--- config.mk ---
export PLATFORM = sky130hd
export DESIGN_NAME = gate_controller
export DESIGN_NICKNAME = d
export VERILOG_FILES = /design/src/rtl/gate_controller.sv
export SDC_FILE = /design/constraint.sdc
export NUM_CORES = 1
export LEC_CHECK = 0
export CELL_PAD_IN_SITES_DETAIL_PLACEMENT = 0
export CELL_PAD_IN_SITES_GLOBAL_PLACEMENT = 1
export CORE_ASPECT_RATIO = 0.5
export CORE_UTILIZATION = 49
export CTS_CLUSTER_SIZE = 12
export DETAILED_ROUTE_END_ITERATION = 6
export DONT_BUFFER_PORTS = 1
export GPL_TIMING_DRIVEN = 0
export PLACE_DENSITY_LB_ADDON = 0.1
export SYNTH_ARGS = -nofsm -noshare
export SYNTH_HDL_FRONTEND = slang
export SYNTH_SLANG_ARGS = --single-unit
--- constraint.sdc ---
create_clock -name clk -period 2.3 [get_ports clk]
set_clock_uncertainty 0.2 [all_clocks]
set_input_delay 0.69 -clock clk [delete_from_list [all_inputs] [get_ports clk]]
set_output_delay 0.69 -clock clk [all_outputs]
set_load 0.02 [all_outputs]
--- src/rtl/gate_controller.sv ---
// Entry/exit gate sequencer: conditions raw lane sensors, classifies cars by tag
// and emits one car_entered/car_exited pulse per car that physically passes.

module gate_controller_debounce #(
  parameter int unsigned DEBOUNCE = 4
) (
  input  logic i_clk,
  input  logic i_rst_n,
  input  logic i_raw,
  output logic o_filt
);

  localparam int unsigned CW = (DEBOUNCE > 1) ? $clog2(DEBOUNCE) : 1;

  logic          r_s1;
  logic          r_s2;
  logic          r_filt;
  logic [CW-1:0] r_cnt;

  // Filtered value flips once the synchronised input has differed for DEBOUNCE cycles.
  always_ff @(posedge i_clk or negedge i_rst_n) begin
    if (!i_rst_n) begin
      r_s1   <= 1'b0;
      r_s2   <= 1'b0;
      r_filt <= 1'b0;
      r_cnt  <= '0;
    end else begin
      r_s1 <= i_raw;
      r_s2 <= r_s1;
      if (r_s2 == r_filt) begin
        r_cnt <= '0;
      end else if (r_cnt == CW'(DEBOUNCE - 1)) begin
        r_cnt  <= '0;
        r_filt <= r_s2;
      end else begin
        r_cnt <= r_cnt + 1'b1;
      end
    end
  end

  assign o_filt = r_filt;

endmodule

module gate_controller #(
  parameter int unsigned DEBOUNCE     = 4,
  parameter int unsigned TAG_TIMEOUT  = 16,
  parameter int unsigned GATE_TIMEOUT = 256
) (
  input  logic clk,
  input  logic rst,
  input  logic ent_sensor,
  input  logic ent_pass,
  input  logic ent_tag_valid,
  input  logic ent_tag_uni,
  input  logic ext_sensor,
  input  logic ext_pass,
  input  logic ext_tag_valid,
  input  logic ext_tag_uni,
  input  logic is_uni_vacated_space,
  input  logic is_vacated_space,
  output logic car_entered,
  output logic is_uni_car_entered,
  output logic car_exited,
  output logic is_uni_car_exited,
  output logic ent_gate_open,
  output logic ext_gate_open,
  output logic ent_reject
);

  localparam int unsigned TMAX = (TAG_TIMEOUT > GATE_TIMEOUT) ? TAG_TIMEOUT : GATE_TIMEOUT;
  localparam int unsigned TW   = (TMAX > 1) ? $clog2(TMAX) : 1;
  localparam logic [TW-1:0] TAG_LAST  = TW'(TAG_TIMEOUT - 1);
  localparam logic [TW-1:0] GATE_LAST = TW'(GATE_TIMEOUT - 1);

  typedef enum logic [2:0] {
    S_IDLE,
    S_READ,
    S_DECIDE,
    S_OPEN,
    S_REJECT,
    S_CLOSE
  } state_t;

  logic w_ent_sensor;
  logic w_ent_pass;
  logic w_ext_sensor;
  logic w_ext_pass;
  logic w_ent_pass_rise;
  logic w_ext_pass_rise;

  gate_controller_debounce #(.DEBOUNCE(DEBOUNCE)) u_db_ent_sensor (
    .i_clk(clk), .i_rst_n(rst), .i_raw(ent_sensor), .o_filt(w_ent_sensor)
  );
  gate_controller_debounce #(.DEBOUNCE(DEBOUNCE)) u_db_ent_pass (
    .i_clk(clk), .i_rst_n(rst), .i_raw(ent_pass), .o_filt(w_ent_pass)
  );
  gate_controller_debounce #(.DEBOUNCE(DEBOUNCE)) u_db_ext_sensor (
    .i_clk(clk), .i_rst_n(rst), .i_raw(ext_sensor), .o_filt(w_ext_sensor)
  );
  gate_controller_debounce #(.DEBOUNCE(DEBOUNCE)) u_db_ext_pass (
    .i_clk(clk), .i_rst_n(rst), .i_raw(ext_pass), .o_filt(w_ext_pass)
  );

  state_t        r_ent_st;
  state_t        r_ext_st;
  logic [TW-1:0] r_ent_tmr;
  logic [TW-1:0] r_ext_tmr;
  logic          r_ent_cls;
  logic          r_ext_cls;
  logic          r_ent_pass_d;
  logic          r_ext_pass_d;
  logic          r_car_entered;
  logic          r_uni_entered;
  logic          r_car_exited;
  logic          r_uni_exited;
  logic          r_ent_open;
  logic          r_ext_open;
  logic          r_ent_reject;

  // Rise is high only in the first cycle the filtered pass reads 1.
  assign w_ent_pass_rise = w_ent_pass & ~r_ent_pass_d;
  assign w_ext_pass_rise = w_ext_pass & ~r_ext_pass_d;

  always_ff @(posedge clk or negedge rst) begin
    if (!rst) begin
      r_ent_st      <= S_IDLE;
      r_ent_tmr     <= '0;
      r_ent_cls     <= 1'b0;
      r_ent_pass_d  <= 1'b0;
      r_car_entered <= 1'b0;
      r_uni_entered <= 1'b0;
      r_ent_open    <= 1'b0;
      r_ent_reject  <= 1'b0;
    end else begin
      r_ent_pass_d  <= w_ent_pass;
      r_car_entered <= 1'b0;
      r_uni_entered <= 1'b0;
      case (r_ent_st)
        S_IDLE: begin
          if (w_ent_sensor) begin
            r_ent_st  <= S_READ;
            r_ent_tmr <= '0;
            r_ent_cls <= 1'b0;
          end
        end
        S_READ: begin
          if (!w_ent_sensor) begin
            r_ent_st <= S_IDLE;
          end else if (ent_tag_valid) begin
            r_ent_cls <= ent_tag_uni;
            r_ent_st  <= S_DECIDE;
          end else if (r_ent_tmr == TAG_LAST) begin
            r_ent_st <= S_DECIDE;
          end else begin
            r_ent_tmr <= r_ent_tmr + 1'b1;
          end
        end
        S_DECIDE: begin
          if (r_ent_cls ? is_uni_vacated_space : is_vacated_space) begin
            r_ent_st   <= S_OPEN;
            r_ent_open <= 1'b1;
            r_ent_tmr  <= '0;
          end else begin
            r_ent_st     <= S_REJECT;
            r_ent_reject <= 1'b1;
          end
        end
        S_OPEN: begin
          // A pass in the expiry cycle still counts as a pass.
          if (w_ent_pass_rise) begin
            r_car_entered <= 1'b1;
            r_uni_entered <= r_ent_cls;
            r_ent_open    <= 1'b0;
            r_ent_st      <= S_CLOSE;
          end else if (r_ent_tmr == GATE_LAST) begin
            r_ent_open <= 1'b0;
            r_ent_st   <= S_CLOSE;
          end else begin
            r_ent_tmr <= r_ent_tmr + 1'b1;
          end
        end
        S_REJECT: begin
          if (!w_ent_sensor) begin
            r_ent_reject <= 1'b0;
            r_ent_st     <= S_IDLE;
          end
        end
        S_CLOSE: begin
          if (!w_ent_sensor && !w_ent_pass) r_ent_st <= S_IDLE;
        end
        default: begin
          r_ent_st     <= S_IDLE;
          r_ent_open   <= 1'b0;
          r_ent_reject <= 1'b0;
        end
      endcase
    end
  end

  // Exits are never refused, so a classified car goes straight to OPEN.
  always_ff @(posedge clk or negedge rst) begin
    if (!rst) begin
      r_ext_st     <= S_IDLE;
      r_ext_tmr    <= '0;
      r_ext_cls    <= 1'b0;
      r_ext_pass_d <= 1'b0;
      r_car_exited <= 1'b0;
      r_uni_exited <= 1'b0;
      r_ext_open   <= 1'b0;
    end else begin
      r_ext_pass_d <= w_ext_pass;
      r_car_exited <= 1'b0;
      r_uni_exited <= 1'b0;
      case (r_ext_st)
        S_IDLE: begin
          if (w_ext_sensor) begin
            r_ext_st  <= S_READ;
            r_ext_tmr <= '0;
            r_ext_cls <= 1'b0;
          end
        end
        S_READ: begin
          if (!w_ext_sensor) begin
            r_ext_st <= S_IDLE;
          end else if (ext_tag_valid || (r_ext_tmr == TAG_LAST)) begin
            r_ext_cls  <= ext_tag_valid & ext_tag_uni;
            r_ext_st   <= S_OPEN;
            r_ext_open <= 1'b1;
            r_ext_tmr  <= '0;
          end else begin
            r_ext_tmr <= r_ext_tmr + 1'b1;
          end
        end
        S_OPEN: begin
          if (w_ext_pass_rise) begin
            r_car_exited <= 1'b1;
            r_uni_exited <= r_ext_cls;
            r_ext_open   <= 1'b0;
            r_ext_st     <= S_CLOSE;
          end else if (r_ext_tmr == GATE_LAST) begin
            r_ext_open <= 1'b0;
            r_ext_st   <= S_CLOSE;
          end else begin
            r_ext_tmr <= r_ext_tmr + 1'b1;
          end
        end
        S_CLOSE: begin
          if (!w_ext_sensor && !w_ext_pass) r_ext_st <= S_IDLE;
        end
        default: begin
          r_ext_st   <= S_IDLE;
          r_ext_open <= 1'b0;
        end
      endcase
    end
  end

  assign car_entered        = r_car_entered;
  assign is_uni_car_entered = r_uni_entered;
  assign car_exited         = r_car_exited;
  assign is_uni_car_exited  = r_uni_exited;
  assign ent_gate_open      = r_ent_open;
  assign ext_gate_open      = r_ext_open;
  assign ent_reject         = r_ent_reject;

endmodule

==> out/qor.yml, run 1 <==
fin_util: 0.587
ys_warn_count: 0
totalWireLength_um: 4520
synth_edf_count: 0
final_hold_viol_count: 0
ir_drop_v: 0.000531
async_flop_share: 1.00
drtPass1Iterations: 4
grt_overflow: 0
initialDrtViolationCount: 42
layout.nets: 265
relSlewSlack: 0.657
worst_slew_pin_slew_ps: 512
core_um2: 4660
cp_max_fo: 8
cp.required_ps: 2330
clockBufferDepth: 2
critPathKind: "register to register"
track_usage: 0.192
pre_cts_ws_ps: 76.1
cts_tree: "done"
fin_cells: 314
ys_types: 52
vias: 1758
antenna_found_initial: 0
antenna_left: 0
postLayoutCellArea_um2: 2730
ys_seq_elements: 53
final_cell_mix: "dfrtp_1 (53), nand2_1 (16), o21ai_0 (14)"
grt_max_degree: 54
grt_pass1_wl_um: 7760
die_x_um: 103
die_area_um2: 5420
slew_viol_final: 0
cts_root_buffer: "clkbuf_8"
placed_area_um2: 2590
ctsHtreeMaxLevel: 2
end_kind: "register"
gp_congestion: 0.851
post-route-min-period_ps: 2210
syn_nets: 257
start_util: 0.538
row_count: 17
clock_sinks: 53
vias_per_cell: 5.60
final_common_cell: "dfrtp_1"
hpwl_um: 3070
insertedDiodeCount: 0
ys.flop_type: "dfrtp_1"
reg2regPathDepth: 7
netlist_top_cells_area: "dfrtp_1 (53%), ha_1 (3.0%), o21ai_0 (3.0%), mux2_2 (2.7%), a21oi_1 (2.6%)"
fin_ws_ps: 93.0
area_growth_pct: 9.09
min_path_type: "input port to asynchronous set/reset pin"
setup_viol: 0
synth_area_um2: 2510
max_freq_ghz: 0.453
timing.final.crit_share: 0.960
grt_pass1_vias: 1692
synth_top_area_cell: "dfrtp_1"
drc_errors: 0
die_h_um: 52.6
wl_per_cell_um: 14.4
drv_cap: 0
post_synth_inst_count: 239
synth.avg_cell_area_um2: 10.5
synth_top_area_frac: 0.529
ys_seq_area_frac: 0.529
cts_buffers: 5
drive_above_1_share: 0.121
num_io_pins: 19
cp-start-kind: "register"
clkLatencyLatePin_ps: 310
arrival_ps: 2240
power_density_nw_per_um2: 1090
power.leakage_nw: 1.15
clk_pin_slew_worst_paths_ps: 100
finalSetupTns_ps: 0
rsz0062_at_grt: "true"
outcome: "finished, final reports clean"
portBuffers: 0
dpl.cell_count: 305
-- synth_stat cells (2+ instances only) --
cell type   n
nand4_1     2
inv_1      12
o31ai_1     5
nand3_1     8
nand2b_1    6
and3_1      2
nor4_1      3
o21ai_0    15
a21oi_1    13
o211ai_1    5
ha_1        6
or3_1       2
a31oi_1     2
dfrtp_1    53
o32ai_1     3
a21o_1      2
o22ai_1     2
and3_2      3
nand3b_1    3
clkbuf_1    4
and2_1      2
o21a_1      2
or4_1       2
nand2_1    16
mux2_2      6
o311ai_1    2
nor3_1     10
nor2_1     13
xnor2_1     6
nor2b_1     7
-- path summary, 6_finish.rpt --
kind / slack, ps / to / start
worst max-delay path: 90 / r_ext_tmr[6]$_DFFE_PN0P_ / r_ext_tmr[0]$_DFFE_PN0P_
worst min-delay path: 20 / r_ent_tmr[5]$_DFFE_PN0P_ / rst
worst max register to register: 90 / r_ext_tmr[6]$_DFFE_PN0P_ / r_ext_tmr[0]$_DFFE_PN0P_
worst min register to register: 160 / u_db_ent_sensor.r_s2$_DFF_PN0_ / u_db_ent_sensor.r_s1$_DFF_PN0_
max in group asynchronous: 1650 / u_db_ext_pass.r_cnt[0]$_DFF_PN0_ / rst
min in group clk: 160 / u_db_ent_sensor.r_s2$_DFF_PN0_ / u_db_ent_sensor.r_s1$_DFF_PN0_
-- registers in the layout, summed over array words and instances (netlist names), 2 cells and up --
name and count:
r_ext_tmr 8, u_db_ent_pass.r_cnt 2, u_db_ent_sensor.r_cnt 2, r_ent_st 3, u_db_ext_sensor.r_cnt 2, r_ext_st 3
u_db_ext_pass.r_cnt 2, r_ent_tmr 8
-- power breakdown --
part	internal [mW]	switching (mW)	leakage [nW]
combinational	0.456	0.598	0.433
sequential	1.16	0.226	0.682
clock	0.214	0.321	0.0364
total	1.83	1.14	1.15
-- critical path, cell delays in order, from the launching register on --
cell and delay, ps:
dfrtp_1 430, ha_2 240, nand4_1 130, nor3_1 100, or3_1 350, buf_2 170, or2_2 330, o31ai_2 180
-- layer usage --
| layer | global-route usage | wire length (um) | vias to the layer above | share of wire |
|---|---|---|---|---|
| li1 | - | - | 882 | - |
| met1 | 0.261 | 2290 | 844 | 0.51 |
| met2 | 0.306 | 2020 | 24 | 0.45 |
| met3 | 0.0440 | 146 | 8 | 0.032 |
| met4 | 0.0681 | 61 | 0 | 0.013 |
| met5 | 0 | 0 | - | 0 |
-- kinds of logic after synthesis --
kind of cell,count (synthesis),share of synthesized area
adders and majority gates,6,0.0300
and+or+nand+nor,86,0.188
DFF,53,0.529
buffers and inverters,19,0.0359
muxes,6,0.0270
xor gates and xnor gates,7,0.0245
AOI/OAI and AO/OA,62,0.166
-- area by class of cell --
cell class,count,area (um2)
Buffer,7,45.0
Clock buffer,5,68.8
Clock inverter,3,22.5
Fill cell,378,1920
Inverter,12,45.0
Multi-Input combinational cell,167,1120
Sequential cell,53,1330
Tap cell,66,82.6
Timing Repair Buffer,1,27.5
-- timing repair --
| action | 4_1_cts | 5_1_grt |
|---|---|---|
| hold buffers | 1 | 0 |
| gates resized for setup | 0 | 6 |
| endpoints found under the hold margin | 53 | 0 |
| buffers inserted | 0 | 0 |
| setup endpoints to repair | 0 | 5 |
-- metrics by stage --
step / hold slack, ps / power, mW
2_1_floorplan: 131 / 2.18
3_3_place_gp: 132 / 2.38
3_5_place_dp: 136 / 2.40
4_1_cts: 24.1 / 2.97
5_1_grt: 23.9 / 3.21
6_report: 16.2 / 2.97
Note: power is estimated with default switching activity, not from simulation.
==> run 2: changes to the inputs <==
Settings changed: CORE_MARGIN set to 2.
==> out/qor.yml, run 2 (synthesized netlist as in run 1, its figures left out) <==
outcome: "finished, final reports clean"
final_cell_mix: "dfrtp_1 (53), nand2_1 (16), o21ai_0 (15)"
core_um2: 4930  # +5.9%
multi_input_area_um2: 1120  # +0.22%
layout.nets: 267  # +0.75%
worst_slew_pin_slew_ps: 484  # -28.5 ps
finalHoldWorstSlack_ps: 18.1  # +1.90 ps
clock_sinks: 53  # unchanged
grt_pass1_wl_um: 7780  # +0.27%
timing.final.crit_share: 0.976  # +0.0161
grt_pass1_vias: 1632  # -3.5%
die_area_um2: 5740  # +5.8%
hpwl_um: 3270  # +6.5%
clk_pin_slew_worst_paths_ps: 100  # about the same
cts_tree: "done"
fin_util: 0.564  # -0.0230
cp-start-kind: "register"
power.leakage_nw: 1.18  # +2.8%
finalSetupTns_ps: 0  # unchanged
cp_max_fo: 4  # -4
totalWireLength_um: 4870  # +7.6%
area_growth_pct: 11.0
cts_root_buffer: "clkbuf_8"
clockBufferDepth: 2  # unchanged
die_x_um: 105  # +1.9%
grt_max_degree: 54  # unchanged
rsz0062_at_grt: "true"
critPathKind: "register to register"
end_kind: "register"
die_h_um: 54.6  # +3.8%
power_density_nw_per_um2: 1120  # +3.4%
arrival_ps: 2280  # +40 ps
antenna_left: 0  # unchanged
start_util: 0.508  # -0.0299
drc_errors: 0  # unchanged
vias: 1853  # +5.4%
final_common_cell: "dfrtp_1"
post-route-min-period_ps: 2240  # +37.1 ps
row_count: 18  # +1
setup_viol: 0  # unchanged
relSlewSlack: 0.676  # +0.0190
initialDrtViolationCount: 63  # +50%
ctsHtreeMaxLevel: 2  # unchanged
track_usage: 0.178  # -0.0142
slew_viol_final: 0  # unchanged
wl_per_cell_um: 15.2  # +5.6%
insertedDiodeCount: 0  # unchanged
gp_congestion: 0.841  # -1.2%
vias_per_cell: 5.79  # +3.4%
fin_ws_ps: 55.9  # -37.1 ps
final_hold_viol_count: 0  # unchanged
drtPass1Iterations: 5  # +1
num_io_pins: 19  # unchanged
drive_above_1_share: 0.128  # +0.00703
largestRegisters: "r_ent_tmr: 8 flops, r_ext_tmr: 8 flops"
antenna_found_initial: 0  # unchanged
cp.required_ps: 2330  # about the same
seq_area_um2: 1330  # unchanged
drv_cap: 0  # unchanged
clkLatencyLatePin_ps: 310  # about the same
ir_drop_v: 0.000395  # -26%
max_freq_ghz: 0.446  # -1.7%
min_path_type: "input port to asynchronous set/reset pin"
n_fill_cell: 443  # +17%
pre_cts_ws_ps: 45.8  # -30.3 ps
portBuffers: 0  # unchanged
cts_buffers: 5  # unchanged
grt_overflow: 0  # unchanged
run 2: cell types whose count changed in the layout (fill, tap and decap cells not counted):
cell	previous run	this run
nor2_2	0	1
bufinv_16	0	1
clkbuf_8	6	7
o21ai_1	1	0
nor2_1	13	12
clkbuf_1	4	5
o21ai_0	14	15
buf_4	0	2
clkinvlp_4	3	0
run 2: report_power, final:
part	total [mW]	internal, mW	switching, mW
Clock	0.659	0.355	0.304
Combinational	1.08	0.468	0.613
Sequential	1.39	1.16	0.229
Total	3.12	1.98	1.14
run 2: critical path, cell delays in order, from the launching register on:
cell,delay [ps]
dfrtp_1,420
ha_1,250
and4b_4,240
a211oi_4,310
o211ai_1,170
or4_1,490
o21ai_0,90
run 2: worst paths after layout:
kind                       cells past startpoint                           start                        endpoint  slack [ps]
max in group asynchronous                      1                             rst    u_db_ext_pass.r_s1$_DFF_PN0_        1640
min in group clk                               0  u_db_ent_sensor.r_s1$_DFF_PN0_  u_db_ent_sensor.r_s2$_DFF_PN0_         150
min                                            1                             rst        r_ent_tmr[3]$_DFFE_PN0P_          20
max                                            6        r_ent_tmr[0]$_DFFE_PN0P_        r_ent_tmr[7]$_DFFE_PN0P_          60
max reg2reg                                    6        r_ent_tmr[0]$_DFFE_PN0P_        r_ent_tmr[7]$_DFFE_PN0P_          60
min reg2reg                                    0  u_db_ent_sensor.r_s1$_DFF_PN0_  u_db_ent_sensor.r_s2$_DFF_PN0_         150
run 2: cell type report:
cell class | count | area share
flip-flops and latches | 53 | 0.477
plain buffers | 7 | 0.0162
clock inverters | 1 | 0.0108
well taps | 70 | 0.0315
clock buffers | 7 | 0.0310
repair buffers | 3 | 0.0153
multi-input cells | 167 | 0.402
inverters | 12 | 0.0162
run 2: routing by layer:
| metal | vias to the layer above | wire, um | track usage |
|---|---|---|---|
| met5 | - | 0 | 0 |
| met4 | 0 | 72 | 0.0756 |
| met3 | 9 | 212 | 0.0452 |
| met2 | 48 | 2200 | 0.275 |
| met1 | 908 | 2380 | 0.244 |
| li1 | 888 | - | - |
run 2: timing repair:
item | 4_1_cts | 5_1_grt
hold endpoints to repair | 53 | 0
buffers inserted | 0 | 2
endpoints found under the setup margin | 0 | 7
resized for setup | 0 | 6
hold buffers | 1 | 0
run 2: stage by stage:
stage | total power [mW] | instances | instance area (um2)
after global routing | 3.37 | 320 | 2780
after CTS | 3.12 | 318 | 2740
after floorplan | 2.18 | 239 | 2510
after global placement | 2.39 | 309 | 2590
final | 3.12 | 320 | 2780
after detailed placement | 2.43 | 309 | 2590
